--- src/rtl/vip_fifo_wr_arbiter.sv ---
// Round-robin write arbiter: grants one source at a time a burst of up to
// C_BURST_LEN beats into a shared FIFO, tagging each beat with its source ID.
module vip_fifo_wr_arbiter #(
  parameter int C_NUM_SRC    = 4,
  parameter int C_DATA_WIDTH = 8,
  parameter int C_ID_WIDTH   = 2,
  parameter int C_FIFO_DEPTH = 16,
  parameter int C_CNT_WIDTH  = 5,
  parameter int C_BURST_LEN  = 4
) (
  input  logic                                clk,
  input  logic                                rst_n,
  input  logic [C_NUM_SRC-1:0]                src_req,
  input  logic [C_NUM_SRC-1:0]                src_valid,
  input  logic [C_NUM_SRC-1:0]                src_last,
  input  logic [C_NUM_SRC*C_DATA_WIDTH-1:0]   src_data,
  output logic [C_NUM_SRC-1:0]                src_ready,
  output logic [C_NUM_SRC-1:0]                grant,
  output logic                                fifo_wr_en,
  output logic [C_ID_WIDTH+C_DATA_WIDTH-1:0]  fifo_din,
  input  logic                                fifo_full,
  input  logic [C_CNT_WIDTH-1:0]              fifo_data_count,
  output logic                                busy
);

  localparam logic [0:0] ST_IDLE  = 1'b0;
  localparam logic [0:0] ST_BURST = 1'b1;

  localparam logic [C_CNT_WIDTH:0]   BURST_EXT = (C_CNT_WIDTH+1)'(C_BURST_LEN);
  localparam logic [C_CNT_WIDTH:0]   DEPTH_EXT = (C_CNT_WIDTH+1)'(C_FIFO_DEPTH);
  localparam logic [C_CNT_WIDTH-1:0] LAST_BEAT = C_CNT_WIDTH'(C_BURST_LEN-1);
  localparam logic [C_ID_WIDTH:0]    NSRC_EXT  = (C_ID_WIDTH+1)'(C_NUM_SRC);
  localparam logic [C_ID_WIDTH-1:0]  LAST_ID   = C_ID_WIDTH'(C_NUM_SRC-1);

  logic [0:0]              state;
  logic [C_ID_WIDTH-1:0]   rr_ptr;
  logic [C_ID_WIDTH-1:0]   cur_id;
  logic [C_CNT_WIDTH-1:0]  beat_cnt;

  logic                    room;
  logic                    pick_vld;
  logic [C_ID_WIDTH-1:0]   pick_id;
  logic [C_NUM_SRC-1:0]    pick_oh;
  logic                    sel_valid;
  logic                    sel_last;
  logic [C_DATA_WIDTH-1:0] sel_data;
  logic                    accept;
  logic                    burst_end;

  // Room is judged one bit wider than the count so the sum cannot wrap.
  assign room = ({1'b0, fifo_data_count} + BURST_EXT) <= DEPTH_EXT;

  always_comb begin : rr_pick
    logic [C_ID_WIDTH:0]   sum;
    logic [C_ID_WIDTH-1:0] idx;
    pick_vld = 1'b0;
    pick_id  = '0;
    sum      = '0;
    idx      = '0;
    for (int i = 0; i < C_NUM_SRC; i++) begin
      sum = {1'b0, rr_ptr} + (C_ID_WIDTH+1)'(i);
      if (sum >= NSRC_EXT) sum = sum - NSRC_EXT;
      idx = sum[C_ID_WIDTH-1:0];
      if (!pick_vld && src_req[idx]) begin
        pick_vld = 1'b1;
        pick_id  = idx;
      end
    end
  end

  assign pick_oh = C_NUM_SRC'(1) << pick_id;

  // One-hot grant steers the granted lane; nothing is selected while idle.
  always_comb begin : lane_mux
    sel_valid = 1'b0;
    sel_last  = 1'b0;
    sel_data  = '0;
    for (int i = 0; i < C_NUM_SRC; i++) begin
      sel_valid = sel_valid | (src_valid[i] & grant[i]);
      sel_last  = sel_last  | (src_last[i]  & grant[i]);
      sel_data  = sel_data  | (src_data[i*C_DATA_WIDTH +: C_DATA_WIDTH] & {C_DATA_WIDTH{grant[i]}});
    end
  end

  assign busy       = (state == ST_BURST);
  assign accept     = busy && sel_valid && !fifo_full;
  assign burst_end  = accept && (sel_last || (beat_cnt == LAST_BEAT));
  assign src_ready  = (busy && !fifo_full) ? grant : '0;
  assign fifo_wr_en = accept;
  assign fifo_din   = busy ? {cur_id, sel_data} : '0;

  always_ff @(posedge clk) begin
    if (!rst_n) begin
      state    <= ST_IDLE;
      grant    <= '0;
      rr_ptr   <= '0;
      cur_id   <= '0;
      beat_cnt <= '0;
    end else if (state == ST_IDLE) begin
      if (pick_vld && room) begin
        state    <= ST_BURST;
        grant    <= pick_oh;
        cur_id   <= pick_id;
        beat_cnt <= '0;
      end
    end else begin
      if (burst_end) begin
        state    <= ST_IDLE;
        grant    <= '0;
        rr_ptr   <= (cur_id == LAST_ID) ? '0 : cur_id + 1'b1;
        beat_cnt <= '0;
      end else if (accept) begin
        beat_cnt <= beat_cnt + 1'b1;
      end
    end
  end

endmodule

--- config.mk ---
export PLATFORM = sky130hd
export DESIGN_NAME = vip_fifo_wr_arbiter
export DESIGN_NICKNAME = d
export VERILOG_FILES = /design/src/rtl/vip_fifo_wr_arbiter.sv
export SDC_FILE = /design/constraint.sdc
export NUM_CORES = 1
export LEC_CHECK = 0
export CAP_MARGIN = 40
export CORE_ASPECT_RATIO = 1.5
export CORE_MARGIN = 3
export CORE_UTILIZATION = 35
export CTS_CLUSTER_SIZE = 14
export DETAILED_ROUTE_END_ITERATION = 10
export PLACE_DENSITY = 0.83
export SLEW_MARGIN = 5
export SYNTH_ARGS = -nofsm -noshare
export SYNTH_HDL_FRONTEND = slang
export SYNTH_SLANG_ARGS = --single-unit
export TNS_END_PERCENT = 30
--- constraint.sdc ---
create_clock -name clk -period 2.4 [get_ports clk]
set_clock_uncertainty 0.05 [all_clocks]
set_input_delay 0.36 -clock clk [delete_from_list [all_inputs] [get_ports clk]]
set_output_delay 0.36 -clock clk [all_outputs]
set_load 0.03 [all_outputs]
==> results.py, run 1 <==
metrics = {
    "outcome": {
        "status": "complete, no violations",
    },
    "synthesis": {
        "synth_nets": 174,
        "synth_cell_type_count": 40,
        "synth_flop_cell": "dfxtp_1",
        "synthCells": 120,
        "synth-async-reset-ratio_pct": 0,
        "synth-edff-count": 0,
        "ys_seq_elements": 14,
        "ys.warnings.count": 0,
        "ys_seq_area_share_pct": 26.5,
        "avgSynthCellArea_um2": 8.80,
        "syn_area_um2": 1060,
    },
    "cells_and_area": {
        "final_layout_size_suffix_gt1_share_pct": 12.1,
        "fin_nets": 245,
        "antenna_cells": 0,
        "utilization_pct": 66.4,
        "syn2layout_area_growth_pct": 75.6,
    },
    "routing": {
        "drt_wl_total_mm": 3.55,
        "wl_per_cell_um": 15.7,
        "drc_errors": 0,
        "via_count": 1251,
        "avgViaCountPerCell": 5.51,
        "ant_nets": 0,
        "first_pass_iters": 4,
        "drt-initial-drc-count": 39,
    },
    "cts": {
        "cts_root_buf": "clkbuf_8",
        "cts.sinks": 14,
        "cts_buffer_depth": 2,
        "htreeDepth": 1,
        "cts_buffers": 3,
        "post_cts_buffers": 0,
        "cts_tree": "yes",
        "clk-insertion-delay-late_ns": 0.24,
        "clk_pin_slew_ns": 0.06,
    },
    "die": {
        "ios": 72,
        "die_h_um": 73.3,
        "die_w_um": 50.9,
        "die_area_um2": 3730,
        "initial_core_util_pct": 37.8,
        "fp.coreArea_um2": 2790,
        "rows": 23,
    },
    "setup_path": {
        "critPathArrivalTime_ns": 1.87,
        "path_buf_inv": 1,
        "cpPeakStageDelay_ns": 0.72,
        "worstPathCellList": "a22oi_1, a21boi_0, clkdlybuf4s50_1",
        "crit_family": "buffers and inverters",
        "cp-start-kind": "flip-flop",
        "endpoint_kind": "primary output",
        "critPathSlowestCell": "clkdlybuf4s50_1",
        "path_max_fanout": 13,
        "cp.required_ns": 1.99,
        "critPathKind": "flip-flop to primary output",
    },
    "place": {
        "routabilityCongestion": 0.816,
        "port_buffers": 71,
        "hpwlAfterDp_mm": 2.90,
    },
    "sta": {
        "period_needed_ns": 2.28,
        "max_freq_mhz": 438,
        "setup_viol": 0,
        "period_share_pct": 95.2,
        "worst_pin_slew_ns": 0.500,
        "hold_slack_ns": 0.427,
        "rsz0062_at_grt": "false",
        "relSlewSlack_pct": 66.6,
        "report.final.slew_viol_count": 0,
        "tns_ns": 0,
        "hold_viol": 0,
    },
    "global_route": {
        "grtUsageTotal_pct": 19.8,
        "grt_max_degree": 14,
        "grt_pass1_vias": 1282,
        "antenna_found_initial": 0,
        "grt-ovfl-total": 0,
        "grt_pass1_wl_mm": 5.79,
    },
    "min_path": {
        "hp-class": "flip-flop to flip-flop",
    },
    "power": {
        "cellPowerDensity_nw_per_um2": 374,
        "power.leakage_nw": 0.615,
        "ir_drop_v": 0.000335,
    },
    "run": {
        "cap_violations": 0,
    },
}
==> stage by stage <==
| stage | total power [mW] | area (um2) | worst slack [ns] | instances |
|---|---|---|---|---|
| after floorplan | 0.344 | 1060 | 0.301 | 120 |
| after global placement | 0.468 | 1800 | 0.177 | 223 |
| after detailed placement | 0.474 | 1800 | 0.152 | 223 |
| after CTS | 0.694 | 1850 | 0.0587 | 227 |
| after global routing | 0.714 | 1850 | 0.0139 | 227 |
| final | 0.693 | 1850 | 0.116 | 227 |
==> state kept, by name, indices dropped and copies added, names as in the netlist <==
signal    count
beat_cnt      5
grant         4
cur_id        2
rr_ptr        2
busy          1
==> synth_stat cells (2+ instances only) <==
cell type | number | area (um2)
a22oi_1 | 16 | 120
dfxtp_1 | 14 | 280
nand2_1 | 10 | 37.5
a21boi_0 | 8 | 60.1
nand3_1 | 7 | 35.0
and2_1 | 6 | 37.5
clkbuf_1 | 5 | 18.8
nor3_2 | 5 | 50.1
xnor2_1 | 4 | 35.0
and2b_1 | 3 | 22.5
mux2i_1 | 3 | 30.0
nor2_1 | 3 | 11.3
a211oi_1 | 2 | 15.0
a21boi_1 | 2 | 15.0
a22o_1 | 2 | 17.5
a22oi_2 | 2 | 25.0
ha_1 | 2 | 25.0
nor2b_1 | 2 | 12.5
o22ai_1 | 2 | 12.5
o32ai_1 | 2 | 17.5
==> cells in the final DEF (no fill, tap or decap), drive strengths merged, types with 3 or more instances in the layout <==
master / synthesis / layout
buf: 2 / 3
clkbuf: 5 / 4
a22oi: 18 / 18
nor2: 3 / 3
dfxtp: 14 / 14
clkdlybuf4s50: 0 / 70
and2: 6 / 6
nand3: 7 / 7
and2b: 3 / 3
nor3: 5 / 5
mux2i: 3 / 3
nand2: 11 / 11
a21boi: 10 / 10
xnor2: 4 / 4
==> final timing paths <==
check                                from     endpoint  slack, ns  cells past startpoint
worst max-delay path             grant[3]  fifo_din[3]       0.12                      3
worst min-delay path            cur_id[1]    cur_id[1]       0.43                      2
worst max register to register   grant[3]    rr_ptr[0]       0.63                      4
worst min register to register  cur_id[1]    cur_id[1]       0.43                      2
==> cells by family (layout without fill, tap and decap cells) <==
logic type / count (synthesis) / in the layout / synth area share [%]
compound gates: 49 / 49 / 38.5
simple gates: 41 / 41 / 23.6
flops: 14 / 14 / 26.5
buf+inv: 7 / 77 / 2.84
xor+xnor: 4 / 4 / 3.32
mux: 3 / 3 / 2.84
fa+ha+maj: 2 / 2 / 2.37
==> routing by layer <==
layer / wire length (um) / share of wire, % / vias up / GRT usage (%)
met4: 21 / 0.59 / 0 / 4.49
met1: 1410 / 40 / 579 / 20.6
met2: 1890 / 53 / 67 / 39.8
li1: - / - / 601 / -
met5: 0 / 0 / - / 0
met3: 228 / 6.4 / 4 / 3.65
==> where the power goes <==
group / switching [mW] / total [mW] / internal (mW)
clock network: 0.0775 / 0.223 / 0.145
logic: 0.0852 / 0.212 / 0.127
registers: 0.0183 / 0.258 / 0.240
==> worst min-delay path, delay by kind of cell (launching register included) <==
kind	cells	cell delay, ns
flops	1	0.32
simple gates	1	0.06
compound gates	1	0.05
==> area by class of cell <==
| class | count | area, um2 |
|---|---|---|
| fillers | 255 | 937 |
| well taps | 37 | 46.3 |
| flip-flops and latches | 14 | 284 |
| clock buffers | 4 | 55.1 |
| repair buffers | 73 | 723 |
| multi-input cells | 99 | 746 |
==> what timing repair did <==
action | CTS | global route
setup endpoints to repair | 1 | 4
hold buffers | 0 | 0
resized for setup | 1 | 2
endpoints found under the hold margin | 0 | 0
No activity file was read; power rests on OpenSTA's default activity.
==> inputs of run 2 (changes only) <==
==> constraint.sdc (replaced) <==
create_clock -name clk -period 2.2 [get_ports clk]
set_clock_uncertainty 0.05 [all_clocks]
set_input_delay 0.33 -clock clk [delete_from_list [all_inputs] [get_ports clk]]
set_output_delay 0.33 -clock clk [all_outputs]
set_load 0.03 [all_outputs]
==> run 2 against run 1 <==
Net effect: register-to-register slack lost 0.24 ns; sequential cell count is the same; cell count grew 1.3%; sequential share of layout area shrank 0.30 points; non-clock buffer count grew 3; combinational power grew 10%; clock-buffer cell count is the same; largest cell class is now non-clock buffers; worst hold slack lost 0.0031 ns.
==> results.py, run 2 (synthesis results as in run 1) <==
metrics = {
    "cells_and_area": {
        "seqCellArea_um2": 285,
        "utilization_pct": 68.0,
        "final_layout_size_suffix_gt1_share_pct": 14.5,
        "layout_commonest_cell": "clkdlybuf4s50_1",
        "largest_reg_flops": 5,
        "nFillCells": 245,
        "regMostFlops": "beat_cnt",
        "fin_nets": 248,
        "layout_common_cells": "clkdlybuf4s50_1 (58), a22oi_1 (16), nand2_1 (10), dfxtp_1 (10), dlymetal6s2s_1 (10)",
        "reg_top3": "beat_cnt x5, grant x4",
        "multiInputGateArea_um2": 746,
        "syn2layout_area_growth_pct": 79.9,
        "antenna_cells": 0,
    },
    "cts": {
        "htreeDepth": 1,
        "clk-insertion-delay-late_ns": 0.24,
        "cts.sinks": 14,
        "cts_tree": "yes",
        "cts_buffers": 3,
        "cts_root_buf": "clkbuf_8",
        "clk_pin_slew_ns": 0.05,
        "cts_buffer_depth": 2,
    },
    "global_route": {
        "grt_pass1_vias": 1264,
        "grt_max_degree": 14,
        "grt-ovfl-total": 0,
        "antenna_found_initial": 0,
        "grt_pass1_wl_mm": 5.78,
        "grtUsageTotal_pct": 19.6,
    },
    "sta": {
        "period_share_pct": 91.5,
        "worst_pin_slew_ns": 0.495,
        "tns_ns": 0,
        "hold_viol": 0,
        "setup_viol": 0,
        "relSlewSlack_pct": 67.0,
        "report.final.slew_viol_count": 0,
        "rsz0062_at_grt": "false",
        "period_needed_ns": 2.01,
        "max_freq_mhz": 497,
    },
    "place": {
        "routabilityCongestion": 0.829,
        "port_buffers": 71,
        "hpwlAfterDp_mm": 2.82,
    },
    "setup_path": {
        "cp.required_ns": 1.82,
        "path_max_fanout": 12,
        "cp-start-kind": "flip-flop",
        "critPathArrivalTime_ns": 1.63,
        "r2r_setup_slack_ns": 0.39,
        "critPathKind": "flip-flop to primary output",
        "endpoint_kind": "primary output",
    },
    "power": {
        "p_total_mw": 0.755,
        "cellPowerDensity_nw_per_um2": 397,
        "ir_drop_v": 0.000412,
        "power.leakage_nw": 0.822,
    },
    "run": {
        "cap_violations": 0,
    },
    "routing": {
        "via_count": 1256,
        "first_pass_iters": 4,
        "drt_wl_total_mm": 3.46,
        "drc_errors": 0,
        "ant_nets": 0,
        "wl_per_cell_um": 15.1,
        "drt-initial-drc-count": 20,
        "avgViaCountPerCell": 5.46,
    },
    "die": {
        "fp.coreArea_um2": 2790,
        "initial_core_util_pct": 37.8,
        "die_w_um": 50.9,
        "rows": 23,
        "die_h_um": 73.3,
        "die_area_um2": 3730,
        "ios": 72,
    },
    "outcome": {
        "status": "complete, no violations",
    },
    "min_path": {
        "hp-class": "flip-flop to flip-flop",
    },
}
[run 2: cell count changes in the layout (fill, tap and decap cells not counted), sizes merged]
cell,change
clkdlybuf4s50,-12
dlymetal6s2s,+10
buf,+4
dlygate4sd2,+1
[run 2: path summary, 6_finish.rpt]
path / startpoint / to / cells past startpoint
hold / removal: rr_ptr[0] / rr_ptr[0] / 2
setup reg to reg: grant[2] / rr_ptr[0] / 5
hold reg to reg: rr_ptr[0] / rr_ptr[0] / 2
setup / recovery: busy / fifo_din[8] / 3
[run 2: repair_timing]
| item | CTS | global route |
|---|---|---|
| buffers inserted | 0 | 0 |
| hold buffers | 0 | 0 |
| endpoints found under the hold margin | 0 | 0 |
| setup endpoints to repair | 11 | 10 |
| resized for setup | 3 | 12 |
[run 2: layout make-up]
| cell class | instances | share of cell area, % |
|---|---|---|
| sequential | 14 | 15.0 |
| clock buffer | 4 | 2.90 |
| multi-input combinational | 99 | 39.3 |
| tap | 37 | 2.44 |
| timing repair buffer | 76 | 40.4 |
[run 2: worst max-delay path, stage by stage (launching register included)]
cell	delay [ns]
dfxtp_2	0.43
buf_4	0.17
and2_1	0.12
clkdlybuf4s50_1	0.67
[run 2: per-layer routing]
| metal | routed length, um | global-route usage [%] | up-vias |
|---|---|---|---|
| li1 | - | - | 613 |
| met1 | 1410 | 23.1 | 576 |
| met2 | 1800 | 37.4 | 65 |
| met3 | 236 | 2.84 | 2 |
| met4 | 21 | 3.59 | 0 |
| met5 | 0 | 0 | - |
[run 2: through the flow]
step	hold WS [ns]	worst slack (ns)	instance area (um2)	cells
2_1_floorplan	0.389	0.131	1060	120
3_3_place_gp	0.415	0.0498	1820	226
3_5_place_dp	0.421	0.0162	1820	226
4_1_cts	0.428	0.00583	1870	230
5_1_grt	0.457	0.100	1900	230
6_report	0.424	0.187	1900	230
[run 2: power by group]
part	internal [mW]	leakage [nW]	switching [mW]	total, mW
Sequential	0.262	0.115	0.0175	0.280
Clock	0.158	0.0288	0.0823	0.240
Combinational	0.141	0.678	0.0935	0.234
==> inputs of run 3 (changes only) <==
--- a/config.mk
+++ b/config.mk
@@ -9,8 +9,10 @@
 export CORE_ASPECT_RATIO = 1.5
 export CORE_MARGIN = 3
 export CORE_UTILIZATION = 35
+export CTS_CLUSTER_DIAMETER = 80
 export CTS_CLUSTER_SIZE = 14
 export DETAILED_ROUTE_END_ITERATION = 10
+export HOLD_SLACK_MARGIN = 0.08
 export PLACE_DENSITY = 0.83
 export SLEW_MARGIN = 5
 export SYNTH_ARGS = -nofsm -noshare
==> results of run 3 <==
Final layout, timing and power as in run 2 (identical DEF).
